--- config.mk ---
export PLATFORM = sky130hd
export DESIGN_NAME = dds_multi_core
export DESIGN_NICKNAME = d
export VERILOG_FILES = /design/src/rtl/dds_multi_core.sv
export SDC_FILE = /design/constraint.sdc
export NUM_CORES = 1
export LEC_CHECK = 0
export BUFFER_PORTS_ARGS = -buffer_cell sky130_fd_sc_hd__buf_2
export CORE_ASPECT_RATIO = 0.5
export CORE_MARGIN = 1.5
export CORE_UTILIZATION = 60
export DETAILED_ROUTE_END_ITERATION = 8
export GPL_TIMING_DRIVEN = 0
export PLACE_DENSITY = 0.87
export SLEW_MARGIN = 10
export SYNTH_ARGS = -nofsm -noshare
export SYNTH_HDL_FRONTEND = slang
export SYNTH_SLANG_ARGS = --single-unit
--- constraint.sdc ---
create_clock -name clk_i -period 6.97 [get_ports clk_i]
set_input_delay 1.394 -clock clk_i [delete_from_list [all_inputs] [get_ports clk_i]]
set_output_delay 1.394 -clock clk_i [all_outputs]
set_load 0.02 [all_outputs]
--- src/rtl/dds_multi_core.sv ---
// Multi-channel DDS: per-channel phase accumulator, offset, wave shaping
// and amplitude scaling feeding one external sine ROM port per channel.
module dds_multi_core #(
  parameter int N_CH    = 2,
  parameter int PHASE_W = 24,
  parameter int ADDR_W  = 10,
  parameter int DATA_W  = 12
) (
  input  logic                     clk_i,
  input  logic                     rst_ni,
  input  logic                     en_i,
  input  logic                     sync_clr_i,
  input  logic [N_CH*PHASE_W-1:0]  k_i,
  input  logic [N_CH*PHASE_W-1:0]  p_off_i,
  input  logic [N_CH*2-1:0]        wave_sel_i,
  input  logic [N_CH*8-1:0]        duty_i,
  input  logic [N_CH*9-1:0]        amp_i,
  output logic [N_CH*ADDR_W-1:0]   rom_addr_o,
  input  logic [N_CH*DATA_W-1:0]   rom_q_i,
  output logic [N_CH*DATA_W-1:0]   wave_out_o,
  output logic                     valid_o
);

  localparam int SAW_SH = PHASE_W - DATA_W;
  localparam int TRI_SH = PHASE_W - 1 - DATA_W;
  localparam int ADR_SH = PHASE_W - ADDR_W;
  localparam int SQ_SH  = PHASE_W - 8;

  logic [2:0] vld_q, vld_d;

  always_comb begin
    vld_d = {vld_q[1:0], en_i};
  end

  always_ff @(posedge clk_i or negedge rst_ni) begin
    if (!rst_ni) vld_q <= '0;
    else         vld_q <= vld_d;
  end

  assign valid_o = vld_q[2];

  for (genvar g = 0; g < N_CH; g++) begin : g_ch
    logic [PHASE_W-1:0] acc_q, acc_d;
    logic [PHASE_W-1:0] p_q, p_d;
    logic [DATA_W-1:0]  saw_q, saw_d;
    logic [DATA_W-1:0]  tri_q, tri_d;
    logic [DATA_W-1:0]  sq_q, sq_d;
    logic [DATA_W-1:0]  out_q, out_d;
    logic [DATA_W-1:0]  half;
    logic [DATA_W-1:0]  w;
    logic [8:0]         a;
    logic [8:0]         amp;
    logic [7:0]         duty;
    logic [1:0]         sel;
    logic [DATA_W+8:0]  prod;

    assign amp  = amp_i[g*9 +: 9];
    assign duty = duty_i[g*8 +: 8];
    assign sel  = wave_sel_i[g*2 +: 2];

    always_comb begin
      acc_d = acc_q;
      if (sync_clr_i) acc_d = '0;
      else if (en_i)  acc_d = acc_q + k_i[g*PHASE_W +: PHASE_W];
      p_d   = acc_q + p_off_i[g*PHASE_W +: PHASE_W];
      saw_d = DATA_W'(p_q >> SAW_SH);
      half  = DATA_W'(p_q >> TRI_SH);
      tri_d = p_q[PHASE_W-1] ? ~half : half;
      sq_d  = (8'(p_q >> SQ_SH) < duty) ? '1 : '0;
      w     = saw_q;
      case (sel)
        2'b00:   w = saw_q;
        2'b01:   w = rom_q_i[g*DATA_W +: DATA_W];
        2'b10:   w = sq_q;
        default: w = tri_q;
      endcase
      // 256 is unity gain; anything above is clamped rather than boosting
      a     = (amp > 9'd256) ? 9'd256 : amp;
      prod  = {9'b0, w} * {{DATA_W{1'b0}}, a};
      out_d = DATA_W'(prod >> 8);
    end

    always_ff @(posedge clk_i or negedge rst_ni) begin
      if (!rst_ni) begin
        acc_q <= '0;
        p_q   <= '0;
        saw_q <= '0;
        tri_q <= '0;
        sq_q  <= '0;
        out_q <= '0;
      end else begin
        acc_q <= acc_d;
        p_q   <= p_d;
        saw_q <= saw_d;
        tri_q <= tri_d;
        sq_q  <= sq_d;
        out_q <= out_d;
      end
    end

    assign rom_addr_o[g*ADDR_W +: ADDR_W] = ADDR_W'(p_q >> ADR_SH);
    assign wave_out_o[g*DATA_W +: DATA_W] = out_q;
  end

endmodule

Word level (Yosys, flattened, before mapping)
Index checks and enable logic that the tools add are counted.
- reduce and logical (&&, ||, !) cells: 3
- multipliers: 2
- equal/unequal tests: 4
- bitwise logic cells: 2
- $lt $le $gt $ge: 4
- muxes and demuxes: 12
- $add $sub $neg: 4
- operator list (operator ; count):
    adder 24 bit ; 4
    two-way mux 24 bit ; 4
    case mux 12 bit (3 select lines) ; 2
    two-way mux 12 bit ; 4
    multiplier 12 x 9 -> 20 bit ; 2
    NOT 12 bit ; 2
    greater-than comparator 9 bit (second input constant) ; 2
    two-way mux 9 bit ; 2
    less-than comparator 8 bit ; 2
    == test 2 x 1 -> 1 bit (second input constant) ; 2
    == test 2 bit (second input constant) ; 2
    logical NOT 2 bit ; 2
    nonzero test 2 bit ; 1
- output and inout port bits: 45
- input bits: 162
- logic and storage cells: 44
- bits in registers: 195

Depth between registers and ports, before layout
- depth after elaboration: 3
- depth in mapped cells: 24
- depth with buffers taken out: 22

Least setup slack after synthesis
No wires, ideal clock.
- path kind: input to register
- from: input wave_sel_i[0]
- to: register g_ch[0].out_q[11]
- slack: 439 ps
- arrival: 6451 ps
- cell stages on the path: 21
- required time: 6890 ps
- cells stage by stage: buf_4 > buf_1 > mux2_2 > o21ai_0 > nor2_1 > fa_1 > fa_1 > inv_1 > fa_1 > inv_1 > fa_1 > ha_1 > nor4bb_1 > nand4_1 > o32ai_2 > a221o_1 > a41oi_2 > a21oi_2 > a21oi_2 > o21bai_1 > xnor2_1
- cells in the longest elaborated chain, start to end: 3
- elaborated cells on any way between the ends: 5
- RTL lines (element ; RTL line ; source):
    start: declaration ; 15 ; input logic [N_CH*2-1:0] wave_sel_i,
    == test 2 bit, or another cell as far along ; 71 ; case (sel)
    case mux 12 bit (3 select lines) * ; 71 ;
    multiplier 12 x 9 -> 20 bit * ; 79 ; prod = {9'b0, w} * {{DATA_W{1'b0}}, a};
    net g_ch[0].prod[19] ; 55 ; logic [DATA_W+8:0] prod;
    end signal: assignment ; 97 ; out_q <= out_d;
    end: declaration ; 48 ; logic [DATA_W-1:0] out_q, out_d;
Mark *: on every way through the listed nets, which the timed path passes. The rest lies on a longest branch.
A chain may end at the register's enable or synchronous reset.

Worst setup path after layout
- from: input amp_i[17]
- to: register g_ch[1].out_q[11]
- cells in the longest elaborated chain, start to end: 3
- RTL lines (element ; RTL line ; source):
    start: declaration ; 17 ; input logic [N_CH*9-1:0] amp_i,
    greater-than comparator 9 bit ; 78 ; a = (amp > 9'd256) ? 9'd256 : amp;
    two-way mux 9 bit * ; 78 ;
    multiplier 12 x 9 -> 20 bit * ; 79 ;
    net g_ch[1].prod[19] ; 55 ;
    end signal: assignment ; 97 ;
    end: declaration ; 48 ;
Marked as above.

==> flow_summary.rst <==
.. list-table::
   :header-rows: 1

   * - Metric
     - Value
   * - Required @ worst endpoint
     - between 7 and 8 ns
   * - Result of the run
     - finished, final reports clean
   * - Cell with the most instances after synthesis
     - inv_1
   * - Internal power
     - 3.51 mW
   * - Routed Antenna Nets
     - 0
   * - Largest cells by area after synthesis
     - dfrtp_1 24%, fa_1 18%, ha_1 14%
   * - Footprint of the multi-input gates
     - around 11000 sq um
   * - Initial standard-cell utilization of the core
     - 0.616
   * - Register Area
     - about 3800 sq um
   * - Routability-driven placement congestion ratio
     - ~0.96
   * - Pre-CTS setup slack
     - -0.480 ns
   * - Power share of the combinational group
     - 0.644
   * - Max Cap Violations
     - 0
   * - Detail-routed via count per cell
     - ~5.6
   * - Fraction of registers with async set or reset after synthesis
     - 1.00
   * - Sequential-to-total area share from yosys stat
     - 0.241
   * - Synth Area per Inst
     - about 9.5 sq um
   * - Setup Crit Path Kind
     - input port to flip-flop
   * - Placed wire-length estimate
     - 29900 microns
   * - Sequential group share of total power
     - 0.219
   * - Post-synthesis instance area
     - 15700 sq um
   * - Slowest library cell on the worst path
     - fa_1
   * - Critical path's most frequent cell
     - fa_1
   * - Actual slew at the worst max-slew pin
     - 0.829 ns
   * - Ordered list of cells on the worst path
     - buf_2 -> clkbuf_1 -> nor2b_1 -> clkbuf_1 -> nand2_1 -> fa_1 -> inv_1 -> fa_1 -> inv_1 -> fa_1 -> inv_1 -> fa_1 -> ha_1 -> nand4_1 -> nor4_1 -> o21ai_1 -> a311oi_1 -> o21a_1 -> o21a_1 -> nor2_1 -> xnor2_1
   * - Distinct cells, synth
     - between 60 and 70
   * - Library cell with the largest summed area after synthesis
     - dfrtp_1
   * - H-tree level count
     - 4
   * - CP max FO
     - 10
   * - Final hold vios
     - 0
   * - Clock network latency to the later pin of the worst-skew pair
     - about 0.45 ns
   * - Delay of the slowest cell on the worst path
     - 0.54 ns
   * - Number of top-level pins
     - 207
   * - Setup-failing EPs final
     - 0
   * - Port Buffer Count
     - around 200
   * - Number of standard cells after synthesis
     - roughly 1600
   * - Final worst-path cycle share
     - 0.957
   * - Pwr per Cell Area
     - between 300 and 400 nW/um^2
   * - Number of buffers on the longest clock path
     - 2
   * - Setup repair after global routing missed its margin
     - false
   * - Synth Warn #
     - 0
   * - Final worst setup slack
     - approximately 0.30 ns
   * - Critical Path End Type
     - flip-flop
   * - Initial antenna violation count
     - 9
   * - Clock skew after layout
     - between 0.01 and 0.015 ns
   * - DIE HEIGHT
     - approximately 120 microns
   * - Sw Share
     - 0.463
   * - Max-slew headroom at the worst pin
     - 0.447
   * - Standby leakage power
     - about 9.3 nW
   * - Dominant register cell in the synthesized netlist
     - dfrtp_1
   * - Time the worst path needs with I/O delays and setup
     - around 6.7 ns
   * - Critical path launch point type
     - input port
   * - Pin count of the biggest net entering global routing
     - 87
   * - Total clock buffers created by CTS
     - 17
   * - Global route total overflow
     - 0
   * - Number of rows created at floorplan
     - 41
   * - Number of buffers inserted to repair setup after CTS
     - 0
   * - Number of filler cells placed in the layout
     - about 1900
   * - Class of the worst hold path
     - flip-flop to flip-flop
   * - Core Box Area
     - about 25000 sq um
   * - TritonCTS clock tree
     - done
   * - Gr usage total
     - 0.285
   * - Drt pass-1 iters
     - 5
   * - Number of global-route vias before repair
     - between 10000 and 15000
   * - Post-CTS Hold Fix Bufs
     - 0
   * - Part of the power in the clock network
     - 0.137
   * - Fmax achieved
     - around 150 MHz
   * - Post-route core utilization
     - 0.697
   * - Synthesized netlist net count
     - between 2000 and 2500
   * - Endpoint arrival time on the critical path
     - 7.02 ns
   * - Clock input transition at the sequential cells of the worst setup and hold paths
     - 0.08 ns
   * - Die X
     - approximately 230 microns
   * - Count of flip-flops with a built-in enable after synthesis
     - 0
   * - Sum of routed wire length over all layers
     - around 38000 microns
   * - Total die area
     - 27200 sq um
   * - Root buffer cell
     - clkbuf_16
   * - Via count
     - roughly 13000
   * - Max Slew Vio Count
     - 0
   * - DRC Markers
     - 0
   * - Switching component of the power
     - just over 3 mW
   * - Buffers plus inverters on the worst setup path
     - 6
   * - Cell class contributing the biggest share of worst-path delay
     - adder cells
   * - Drt first-iter violations
     - ~790
   * - Wire length of the first global-routing pass
     - between 60000 and 70000 microns
   * - Area share of the largest cell type after synthesis
     - 0.241
   * - Share of post-route cells with drive strength above 1
     - 0.159
   * - Sink Count
     - 151
   * - Post-synthesis register bit count
     - 151
   * - Top cell types by occurrence after synthesis
     - 210 x inv_1, 174 x ha_1, 152 x nand2_1, 151 x dfrtp_1, 140 x fa_1
   * - Area growth from synthesis to layout
     - 13.1%
   * - Wire per inst
     - between 15 and 20 microns
   * - Maximum resistive drop on vdd
     - 0.218 mV
   * - Final nets
     - around 2300
## metal layers
layer,track usage,share of wire
met1,0.364,0.42
met2,0.483,0.49
met3,0.0523,0.059
met4,0.123,0.031
met5,0,0
## per-stage QoR
step	instances	TNS, ns	total power [mW]	hold WS [ns]	instance area, sq um
final	2231	0	6.55	0.353	17700
after global placement	2191	-0.902	5.40	0.333	17100
after CTS	2224	0	6.56	0.354	17700
after detailed placement	2192	-2.07	5.62	0.337	17200
after global routing	2229	0	7.19	0.357	17700
after floorplan	1645	0	4.58	0.331	15700
## worst paths after layout
| path | startpoint | to | slack, ns | cells past startpoint |
|---|---|---|---|---|
| worst max-delay path | amp_i[17] | g_ch[1].out_q[11]$_DFF_PN0_ | 0.30 | 21 |
| worst min-delay path | vld_q[0]$_DFF_PN0_ | vld_q[1]$_DFF_PN0_ | 0.35 | 0 |
| worst max register to register | g_ch[1].sq_q[10]$_DFF_PN0_ | g_ch[1].out_q[11]$_DFF_PN0_ | 1.15 | 18 |
| worst min register to register | vld_q[0]$_DFF_PN0_ | vld_q[1]$_DFF_PN0_ | 0.35 | 0 |
| max in group asynchronous | rst_ni | g_ch[0].acc_q[9]$_DFFE_PN0P_ | 5.27 | 2 |
| min in group asynchronous | rst_ni | g_ch[1].out_q[1]$_DFF_PN0_ | 0.88 | 1 |
## cell type report
class | count | area share
clock buffers | 17 | 0.0240
multi-input cells | 1219 | 0.608
repair buffers | 203 | 0.0592
inverters | 210 | 0.0445
well taps | 344 | 0.0243
diodes | 9 | 0.00127
clock inverters | 15 | 0.00755
flip-flops and latches | 151 | 0.213
plain buffers | 63 | 0.0181
## cells in the final DEF, fill, tap and decap left out, types with 5 or more instances in the layout
cell,n
nand3_1,14
ha_1,174
buf_4,22
o21a_1,20
clkbuf_16,17
a211oi_1,14
or3_1,6
mux2i_1,35
a31oi_1,13
mux2_2,9
o211ai_1,6
fa_1,140
diode_2,9
a22o_1,5
a21oi_1,65
nor2b_1,31
and2_1,70
a21o_1,45
o21bai_1,7
o21ai_1,7
xor2_1,50
buf_1,8
nand2_1,152
xnor2_1,51
nand2b_1,23
o21ai_0,43
inv_1,210
o2111ai_1,5
nor3_1,20
nor2_1,128
mux4_2,17
buf_2,201
clkbuf_1,32
a21boi_0,5
dfrtp_1,151
## power by group through the flow
stage / combinational [mW] / sequential (mW) / clock [mW]
after floorplan: 3.12 / 1.46 / 0
after global placement: 3.98 / 1.43 / 0
after detailed placement: 4.18 / 1.44 / 0
after CTS: 4.22 / 1.43 / 0.909
after global routing: 4.78 / 1.46 / 0.943
final: 4.22 / 1.43 / 0.898
## timing repair
item	CTS	global route
cloned	0	0
gates resized for setup	1	3
setup endpoints to repair	1	7
pin swaps	0	0
## sequential cells by signal (all words and copies together) (netlist names)
register    count
g_ch.out_q     24
g_ch.tri_q     24
g_ch.p_q       26
g_ch.acc_q     48
g_ch.saw_q     24
vld_q           3
g_ch.sq_q       2
## kinds of logic (layout without fill, tap and decap cells)
logic type / after synthesis / after routing / synth area share
buf+inv: 275 / 508 / 0.0711
fa+ha+maj: 314 / 314 / 0.318
compound gates: 273 / 273 / 0.119
other cells: 0 / 9 / 0
mux: 61 / 61 / 0.0533
simple gates: 470 / 470 / 0.141
flops: 151 / 151 / 0.241
xor+xnor: 101 / 101 / 0.0564
No activity file was read; power rests on OpenSTA's default activity.
